File: src/rtl/dcache_if.sv
// CPU and backing-memory signal bundle for the direct-mapped data cache.
// The master side is the CPU plus memory agent; the slave side is the cache.
interface dcache_if #(
  parameter int unsigned WD_SIZE    = 32,
  parameter int unsigned LINE_WORDS = 4
);
  logic                          req_en_i;
  logic                          req_rd_wr_i;
  logic [WD_SIZE-1:0]            req_addr_i;
  logic [WD_SIZE-1:0]            req_wr_data_i;
  logic [WD_SIZE-1:0]            req_wr_keep_i;
  logic [WD_SIZE-1:0]            rd_data_o;
  logic                          stall_o;
  logic                          mem_req_o;
  logic                          mem_we_o;
  logic [WD_SIZE-1:0]            mem_addr_o;
  logic [WD_SIZE*LINE_WORDS-1:0] mem_wr_data_o;
  logic [WD_SIZE*LINE_WORDS-1:0] mem_rd_data_i;
  logic                          mem_ack_i;

  modport master (
    output req_en_i, req_rd_wr_i, req_addr_i, req_wr_data_i, req_wr_keep_i,
    output mem_rd_data_i, mem_ack_i,
    input  rd_data_o, stall_o, mem_req_o, mem_we_o, mem_addr_o, mem_wr_data_o
  );

  modport slave (
    input  req_en_i, req_rd_wr_i, req_addr_i, req_wr_data_i, req_wr_keep_i,
    input  mem_rd_data_i, mem_ack_i,
    output rd_data_o, stall_o, mem_req_o, mem_we_o, mem_addr_o, mem_wr_data_o
  );
endinterface

File: src/rtl/dcache.sv
// Direct-mapped, write-back, write-allocate data cache with zero-latency hits.
// Misses stall the CPU while the victim is written back and the line refilled.
module dcache #(
  parameter int unsigned WD_SIZE    = 32,
  parameter int unsigned LINES      = 8,
  parameter int unsigned LINE_WORDS = 4
) (
  input  logic     clk,
  input  logic     reset,
  dcache_if.slave  bus
);
  localparam int unsigned WSEL_W = $clog2(LINE_WORDS);
  localparam int unsigned OFF_W  = WSEL_W + 2;
  localparam int unsigned IDX_W  = $clog2(LINES);
  localparam int unsigned TAG_W  = WD_SIZE - OFF_W - IDX_W;
  localparam int unsigned LINE_W = WD_SIZE * LINE_WORDS;

  typedef enum logic [1:0] {IDLE, WRITEBACK, REFILL} state_t;

  state_t state_q, state_d;

  logic [LINES-1:0]  valid_q;
  logic [LINES-1:0]  dirty_q;
  logic [TAG_W-1:0]  tag_q  [LINES];
  logic [LINE_W-1:0] data_q [LINES];

  // Miss index/tag are latched so the transfer survives req_en_i dropping.
  logic [IDX_W-1:0]  miss_idx_q;
  logic [TAG_W-1:0]  miss_tag_q;

  logic [IDX_W-1:0]   req_idx;
  logic [TAG_W-1:0]   req_tag;
  logic [WSEL_W-1:0]  req_wsel;
  logic               unused_addr_bits;
  logic               hit_c;
  logic               store_hit_c;
  logic               refill_done_c;
  logic               miss_capture_c;
  logic               stall_c;
  logic               mem_req_c;
  logic               mem_we_c;
  logic [WD_SIZE-1:0] mem_addr_c;
  logic [WD_SIZE-1:0] cur_word_c;
  logic [LINE_W-1:0]  merged_line_c;

  assign req_idx          = bus.req_addr_i[OFF_W +: IDX_W];
  assign req_tag          = bus.req_addr_i[WD_SIZE-1 -: TAG_W];
  assign req_wsel         = bus.req_addr_i[2 +: WSEL_W];
  assign unused_addr_bits = ^bus.req_addr_i[1:0];

  assign hit_c         = bus.req_en_i & valid_q[req_idx] & (tag_q[req_idx] == req_tag);
  assign store_hit_c   = (state_q == IDLE) & hit_c & bus.req_rd_wr_i & ~reset;
  assign refill_done_c = (state_q == REFILL) & bus.mem_ack_i & ~reset;

  // Word select for loads and bit-masked merge for stores.
  always_comb begin
    cur_word_c    = '0;
    merged_line_c = data_q[req_idx];
    for (int unsigned w = 0; w < LINE_WORDS; w++) begin
      if (req_wsel == WSEL_W'(w)) begin
        cur_word_c = data_q[req_idx][w*WD_SIZE +: WD_SIZE];
        merged_line_c[w*WD_SIZE +: WD_SIZE] =
          (data_q[req_idx][w*WD_SIZE +: WD_SIZE] & ~bus.req_wr_keep_i) |
          (bus.req_wr_data_i & bus.req_wr_keep_i);
      end
    end
  end

  always_ff @(posedge clk) begin
    if (reset) state_q <= IDLE;
    else       state_q <= state_d;
  end

  always_comb begin
    state_d        = state_q;
    stall_c        = 1'b0;
    mem_req_c      = 1'b0;
    mem_we_c       = 1'b0;
    mem_addr_c     = '0;
    miss_capture_c = 1'b0;
    case (state_q)
      IDLE: begin
        if (bus.req_en_i && !hit_c) begin
          stall_c        = 1'b1;
          miss_capture_c = 1'b1;
          state_d        = (valid_q[req_idx] && dirty_q[req_idx]) ? WRITEBACK : REFILL;
        end
      end
      WRITEBACK: begin
        stall_c    = 1'b1;
        mem_req_c  = 1'b1;
        mem_we_c   = 1'b1;
        mem_addr_c = {tag_q[miss_idx_q], miss_idx_q, OFF_W'(0)};
        if (bus.mem_ack_i) state_d = REFILL;
      end
      REFILL: begin
        stall_c    = 1'b1;
        mem_req_c  = 1'b1;
        mem_addr_c = {miss_tag_q, miss_idx_q, OFF_W'(0)};
        if (bus.mem_ack_i) state_d = IDLE;
      end
      default: state_d = IDLE;
    endcase
    if (reset) begin
      state_d        = IDLE;
      stall_c        = 1'b0;
      mem_req_c      = 1'b0;
      mem_we_c       = 1'b0;
      miss_capture_c = 1'b0;
    end
  end

  always_ff @(posedge clk) begin
    if (reset) begin
      valid_q <= '0;
      dirty_q <= '0;
    end else begin
      if (refill_done_c) begin
        valid_q[miss_idx_q] <= 1'b1;
        dirty_q[miss_idx_q] <= 1'b0;
      end
      if (store_hit_c) dirty_q[req_idx] <= 1'b1;
    end
  end

  // Data, tag and miss registers carry no reset; valid bits guard them.
  always_ff @(posedge clk) begin
    if (!reset) begin
      if (refill_done_c) begin
        data_q[miss_idx_q] <= bus.mem_rd_data_i;
        tag_q[miss_idx_q]  <= miss_tag_q;
      end
      if (store_hit_c) data_q[req_idx] <= merged_line_c;
      if (miss_capture_c) begin
        miss_idx_q <= req_idx;
        miss_tag_q <= req_tag;
      end
    end
  end

  assign bus.rd_data_o     = cur_word_c;
  assign bus.stall_o       = stall_c;
  assign bus.mem_req_o     = mem_req_c;
  assign bus.mem_we_o      = mem_we_c;
  assign bus.mem_addr_o    = mem_addr_c;
  assign bus.mem_wr_data_o = data_q[miss_idx_q];
endmodule
File: src/flat_wrapper.sv
// flat-port wrapper written by rule: the top's interface ports become plain ports
module dcache_flat 
#(
  parameter int unsigned WD_SIZE    = 32,
  parameter int unsigned LINES      = 8,
  parameter int unsigned LINE_WORDS = 4
)
  (clk, reset, bus_req_en_i, bus_req_rd_wr_i, bus_req_addr_i, bus_req_wr_data_i, bus_req_wr_keep_i, bus_mem_rd_data_i, bus_mem_ack_i, bus_rd_data_o, bus_stall_o, bus_mem_req_o, bus_mem_we_o, bus_mem_addr_o, bus_mem_wr_data_o);
  dcache_if #(.WD_SIZE(WD_SIZE), .LINE_WORDS(LINE_WORDS)) bus_i ();
  input  logic clk;
  input  logic reset;
  input wire logic [$bits(bus_i.req_en_i)-1:0] bus_req_en_i;
  input wire logic [$bits(bus_i.req_rd_wr_i)-1:0] bus_req_rd_wr_i;
  input wire logic [$bits(bus_i.req_addr_i)-1:0] bus_req_addr_i;
  input wire logic [$bits(bus_i.req_wr_data_i)-1:0] bus_req_wr_data_i;
  input wire logic [$bits(bus_i.req_wr_keep_i)-1:0] bus_req_wr_keep_i;
  input wire logic [$bits(bus_i.mem_rd_data_i)-1:0] bus_mem_rd_data_i;
  input wire logic [$bits(bus_i.mem_ack_i)-1:0] bus_mem_ack_i;
  output wire logic [$bits(bus_i.rd_data_o)-1:0] bus_rd_data_o;
  output wire logic [$bits(bus_i.stall_o)-1:0] bus_stall_o;
  output wire logic [$bits(bus_i.mem_req_o)-1:0] bus_mem_req_o;
  output wire logic [$bits(bus_i.mem_we_o)-1:0] bus_mem_we_o;
  output wire logic [$bits(bus_i.mem_addr_o)-1:0] bus_mem_addr_o;
  output wire logic [$bits(bus_i.mem_wr_data_o)-1:0] bus_mem_wr_data_o;
  assign bus_i.req_en_i = bus_req_en_i;
  assign bus_i.req_rd_wr_i = bus_req_rd_wr_i;
  assign bus_i.req_addr_i = bus_req_addr_i;
  assign bus_i.req_wr_data_i = bus_req_wr_data_i;
  assign bus_i.req_wr_keep_i = bus_req_wr_keep_i;
  assign bus_i.mem_rd_data_i = bus_mem_rd_data_i;
  assign bus_i.mem_ack_i = bus_mem_ack_i;
  assign bus_rd_data_o = bus_i.rd_data_o;
  assign bus_stall_o = bus_i.stall_o;
  assign bus_mem_req_o = bus_i.mem_req_o;
  assign bus_mem_we_o = bus_i.mem_we_o;
  assign bus_mem_addr_o = bus_i.mem_addr_o;
  assign bus_mem_wr_data_o = bus_i.mem_wr_data_o;
  dcache #(.WD_SIZE(WD_SIZE), .LINES(LINES), .LINE_WORDS(LINE_WORDS)) u_core (.clk(clk), .reset(reset), .bus(bus_i));
endmodule
File: config.mk
export PLATFORM = sky130hd
export DESIGN_NAME = dcache_flat
export DESIGN_NICKNAME = d
export VERILOG_FILES = /design/src/rtl/dcache_if.sv /design/src/rtl/dcache.sv /design/src/flat_wrapper.sv
export SDC_FILE = /design/constraint.sdc
export NUM_CORES = 2
export LEC_CHECK = 0
export BUFFER_PORTS_ARGS = -buffer_cell sky130_fd_sc_hd__buf_2
export CORE_UTILIZATION = 55
export DETAILED_ROUTE_END_ITERATION = 10
export PLACE_DENSITY = 0.83
export SYNTH_ARGS = -nofsm -noshare
export SYNTH_HDL_FRONTEND = slang
export SYNTH_SLANG_ARGS = --single-unit
File: constraint.sdc
create_clock -name clk -period 32.1 [get_ports clk]
set_clock_uncertainty 0.05 [all_clocks]
set_input_delay 1.605 -clock clk [delete_from_list [all_inputs] [get_ports clk]]
set_output_delay 1.605 -clock clk [all_outputs]
set_load 0.02 [all_outputs]
Word level (Yosys, flattened, before mapping):

Memories as Yosys holds them, arrays and structs flattened. A register that Yosys moved wholly into a read port is not among the register bits.
Index checks and enable logic that the tools add are counted.

* memories: 2
* bits in registers: 46
* logic and storage cells: 98
* RAM bits: 1224
* output and inout port bits: 195

Memories
* u_core.data_q: depth 8, bits a word 128, read ports 2, clocked after memory_dff 1, wr ports 1, line dcache.sv:25 `logic [LINE_W-1:0] data_q [LINES];`
* u_core.tag_q: depth 8, bits a word 25, read ports 2, clocked after memory_dff 1, wr ports 1, line dcache.sv:24 `logic [TAG_W-1:0] tag_q [LINES];`

* reductions and logical operators: 11
* multiplexer cells: 45
* bitwise gates (word level): 22
* $lt $le $gt $ge: 4
* eq/ne operators: 9

Operators by type and width (count)
* $mux W32: 8
* $and A32 B32 Y32: 5
* $mux W128: 1
* $or A32 B32 Y32: 4
* $reduce_or A128 Y1: 1
* $pmux W32 S2: 1
* $not A32 Y32: 1
* $eq A25 B25 Y1: 1
* $mux W8: 3
* $mux W1: 19
* $or A8 B8 Y8: 2
* $mux W3: 3
* $and A8 B8 Y8: 1
* $lt A3 B4 Y1 const B: 2
* $mux W2: 4
* $not A8 Y8: 1
* $and A1 B1 Y1: 7
* $bmux W1 S3: 2
* $demux W1 S3: 2
* $eq A2 B2 Y1 const B: 3
* $ge A3 B1 Y1 const B: 2
* $ne A2 B2 Y1 const B: 3
* $pmux W2 S3: 1
* $eq A2 B1 Y1 const B: 2
* other kinds (8): 12

Depth between registers and ports, before layout:

* depth in word-level cells: 12
* depth in mapped cells: 16

Least setup slack after synthesis:

OpenSTA, ideal clock, no wires.

* path type: input to register
* start point: in bus_req_addr_i[4]
* end point: mem u_core.data_q[1][0] in the netlist's numbering, enable pin
* cell stages on the path: 13
* data required time: 31.379 ns
* slack: 20.620 ns
* library setup time: 0.671 ns
* data arrival time: 10.759 ns
* cell sequence: buf_6 -> buf_6 -> mux4_2 -> mux2i_1 -> xor2_1 -> o21ai_1 -> or4_4 -> nor4_2 -> and3_1 -> buf_4 -> buf_12 -> buf_4 -> mux2i_1

* cells in the longest elaborated chain, start to end: 12
* elaborated cells between the ends (all ways): 15
* those cells by class: eq/ne: 1; mux: 7; bitwise: 5; reduce/logical: 1; memory: 1

RTL lines
* from (decl): line flat_wrapper.sv:14 `input wire logic [$bits(bus_i.req_addr_i)-1:0] bus_req_addr_i;`
* branches (longest 12 deep; another with $mem_v2 Z8 W25)
* to (decl): line dcache.sv:25

Parallel ways; which one is timed is not known. The select of a mux whose other input is x is not followed.

Final worst setup path:

* start point: in bus_req_addr_i[6]
* end point: mem u_core.data_q[5][52] in the netlist's numbering, enable pin

Same word-level chain as after synthesis.

==> impl_metrics.env <==
export IMPL_clockBufferDepth=3
export IMPL_root_buffer="clkbuf_16"
export IMPL_crit_path_top_delay_cell="buf_4"
export IMPL_cp_arrival_ns=8.24
export IMPL_die_area_um2=114000
export IMPL_synth_area_mux_share_pct=33.6
export IMPL_synth_xor_xnor_area_share_pct=0.170
export IMPL_grt_max_degree=153
export IMPL_numCtsBuffers=136
export IMPL_yosys_area_top_type_share_pct=60.7
export IMPL_io_pin_count=424
export IMPL_grt_antenna_before_repair=67
export IMPL_gp_congestion=0.854
export IMPL_drt_total_wl_um=167000
export IMPL_critical_path_class="primary input to flop"
export IMPL_synth_top_family_by_area="multiplexers"
export IMPL_cts_tree="yes"
export IMPL_grt_pass1_wl_um=238000
export IMPL_path_cells="clkbuf_8 > buf_4 > nor2b_2 > a22oi_1 > and3_1 > o211ai_1 > or4_4 > nor4_2 > and3_4 > buf_12 > mux2i_4 > buf_4 > buf_4"
export IMPL_track_usage_pct=29.4
export IMPL_finalSetupTns_ns=0
export IMPL_power_leakage_nw=22.8
export IMPL_status="finished, final reports clean"
export IMPL_syn_avg_cell_area_um2=19.8
export IMPL_critPathCaptureType="flop"
export IMPL_syn_to_final_growth_pct=13.1
export IMPL_post_cts_buffers=0
export IMPL_die_w_um=338
export IMPL_drive_above_1_share_pct=50.4
export IMPL_rsz0062_at_grt="no"
export IMPL_initialDrtViolationCount=4355
export IMPL_startpoint_type="primary input"
export IMPL_hold_class="flop to flop"
export IMPL_synthAdderAreaFrac_pct=0.0808
export IMPL_cp_common_cell="buf_4"
export IMPL_clkTransAtPathRegs_ns=0.06
export IMPL_slowest_delay_ns=0.89
export IMPL_hold_violations=0
export IMPL_ys_seq_elements=1273
export IMPL_synth_area_leaders="edfxtp_1, mux4_2, mux2_2, mux2i_1, nand2_1"
export IMPL_slew_headroom_pct=20.6
export IMPL_routedWlPerCell_um=32.6
export IMPL_cap_violations=0
export IMPL_worstSkewPairLatency_ns=0.75
export IMPL_whs_ns=0.421
export IMPL_num_rows=122
export IMPL_pre_cts_slack_ns=23.28
export IMPL_post_route_period_util_pct=24.8
export IMPL_ctsHoldBuffers=0
export IMPL_fin_crit_ns=7.96
export IMPL_dieHeight_um=338
export IMPL_ys_warn_count=0
export IMPL_dp_final_hpwl_um=96000
export IMPL_worstPathRequired_ns=32.39
export IMPL_setup_viol=0
export IMPL_fmaxAchievable_mhz=126
export IMPL_synth_cell_types=49
export IMPL_tightest_slew_ns=1.19
export IMPL_first_global_vias=34700
export IMPL_crit_fanout=134
export IMPL_ir_drop_mv=0.0465
export IMPL_grt_overflow_total=0
export IMPL_h_tree_depth=4
export IMPL_synth_seq_area_share_pct=61.4
export IMPL_core_area_um2=111000
export IMPL_ant_nets=0
export IMPL_initial_core_util_pct=55.7
export IMPL_drcViolationCount=0
export IMPL_portBuffers=417
export IMPL_p_per_area_nw_per_um2=55.0
export IMPL_yosys_area_top_type="edfxtp_1"
export IMPL_first_pass_iters=5
export IMPL_synth_simple_area_share_pct=1.89
export IMPL_synth_compound_area_share_pct=1.10
export IMPL_drv_slew=0
export IMPL_synthesis_instances=3125
export IMPL_synth_area_um2=61900
export IMPL_cts_sinks=1273
export IMPL_via_per_inst=6.86
export IMPL_cts_resized=0
export IMPL_vias=35200
export IMPL_nNetsFinal=3732
export IMPL_setup_slack_ns=24.14
## through the flow
stage                     cells  total power [mW]  instance area [µm²]  util, %
final                      5126              3.85                70000     63.0
after global routing       5120              3.95                70000     63.0
after CTS                  5094              3.86                69900     62.9
after detailed placement   4849              2.32                65500     58.9
after global placement     4849              2.31                65500     58.9
after floorplan            3128              2.17                61900        -
## cells in the mapped netlist (all sizes together)
library cell and n:
a21o 1, a21oi 10, a221oi 3, a22oi 44, a31o 5, a32o 1
a41o 2, and2 5, and3 12, buf 93, clkbuf 139, clkinv 1
conb 1, dfxtp 21, edfxtp 1252, ha 4, inv 11, mux2 562
mux2i 67, mux4 612, nand2 145, nand2b 4, nand3 2, nand3b 1
nand4 4, nor2 30, nor2b 30, nor3 7, nor3b 4, nor4 1
nor4b 1, o2111a 2, o211ai 1, o21a 4, o21ai 7, o22ai 16
or2 2, or3 2, or4 4, xnor2 3, xor2 9
## registers in the layout, summed over array words and instances (netlist names), named ones only
name / count
u_core.dirty_q: 8
u_core.state_q: 2
u_core.valid_q: 8
u_core.tag_q: 200
u_core.miss_idx_q: 3
u_core.data_q: 1024
u_core.miss_tag_q: 25
## placed cells by master, fill, tap and decap left out, types with 16 or more instances in the layout
| cell | Yosys | layout |
|---|---|---|
| clkinv_2 | 0 | 20 |
| dfxtp_1 | 21 | 18 |
| clkbuf_16 | 0 | 140 |
| buf_2 | 33 | 414 |
| diode_2 | 0 | 32 |
| clkinv_1 | 1 | 28 |
| mux4_2 | 612 | 612 |
| clkbuf_1 | 139 | 26 |
| a22oi_1 | 44 | 44 |
| buf_4 | 19 | 40 |
| nor2_1 | 30 | 25 |
| nand2_1 | 145 | 145 |
| mux2_1 | 48 | 48 |
| nor2b_1 | 30 | 26 |
| mux2i_1 | 67 | 63 |
| mux2_2 | 514 | 510 |
| o22ai_1 | 16 | 16 |
| edfxtp_1 | 1252 | 1252 |
## metal layers
metal  up-vias  share of wire [%]  track usage [%]  wire length (µm)
met5         -               0.18                0               309
met2      2423                 47             44.1             78200
met4        54                3.3             10.7              5550
li1      14100                  -                -                 -
met3       361                 13             8.94             22200
met1     18300                 36             41.0             60900
## critical path: cells and delay by family
kind            cells  cell delay [ns]
compound gates      2             0.44
simple gates        5             2.01
buf+inv             5             3.67
mux                 1             0.34
## final cells by class
cell class                 instances  area (µm²)
inverter                          12        45.0
timing repair buffer             465        2580
clock inverter                    77         807
sequential                      1273       38000
clock buffer                     168        3630
antenna                           32        80.1
fill                            7482       41100
tap                             1488        1860
multi-input combinational       1611       23000
## report_power, final
group / internal (mW) / total, mW / switching, mW
combinational: 0.194 / 0.439 / 0.246
sequential: 1.84 / 1.85 / 0.0132
clock: 0.918 / 1.56 / 0.644
total: 2.95 / 3.85 / 0.903
## logic make-up after synthesis
kind of cell / Yosys count
DFF: 1273
muxes: 1241
and+or+nand+nor: 254
buffers and inverters: 244
AOI/OAI and AO/OA: 96
xor gates and xnor gates: 12
adders and majority gates: 4
other: 1
## final timing paths
| kind | start | to | slack, ns | depth (start not counted) |
|---|---|---|---|---|
| worst min register to register | u_core.valid_q[3]$_SDFFE_PP0P_ | u_core.valid_q[3]$_SDFFE_PP0P_ | 0.42 | 2 |
| worst min-delay path | u_core.valid_q[3]$_SDFFE_PP0P_ | u_core.valid_q[3]$_SDFFE_PP0P_ | 0.42 | 2 |
| worst max-delay path | bus_req_addr_i[6] | u_core.data_q[5][52]$_DFFE_PP_ | 24.14 | 13 |
| worst max register to register | u_core.tag_q[7][6]$_DFFE_PP_ | u_core.data_q[5][52]$_DFFE_PP_ | 25.74 | 11 |
Power figures use the tool's default switching activity.
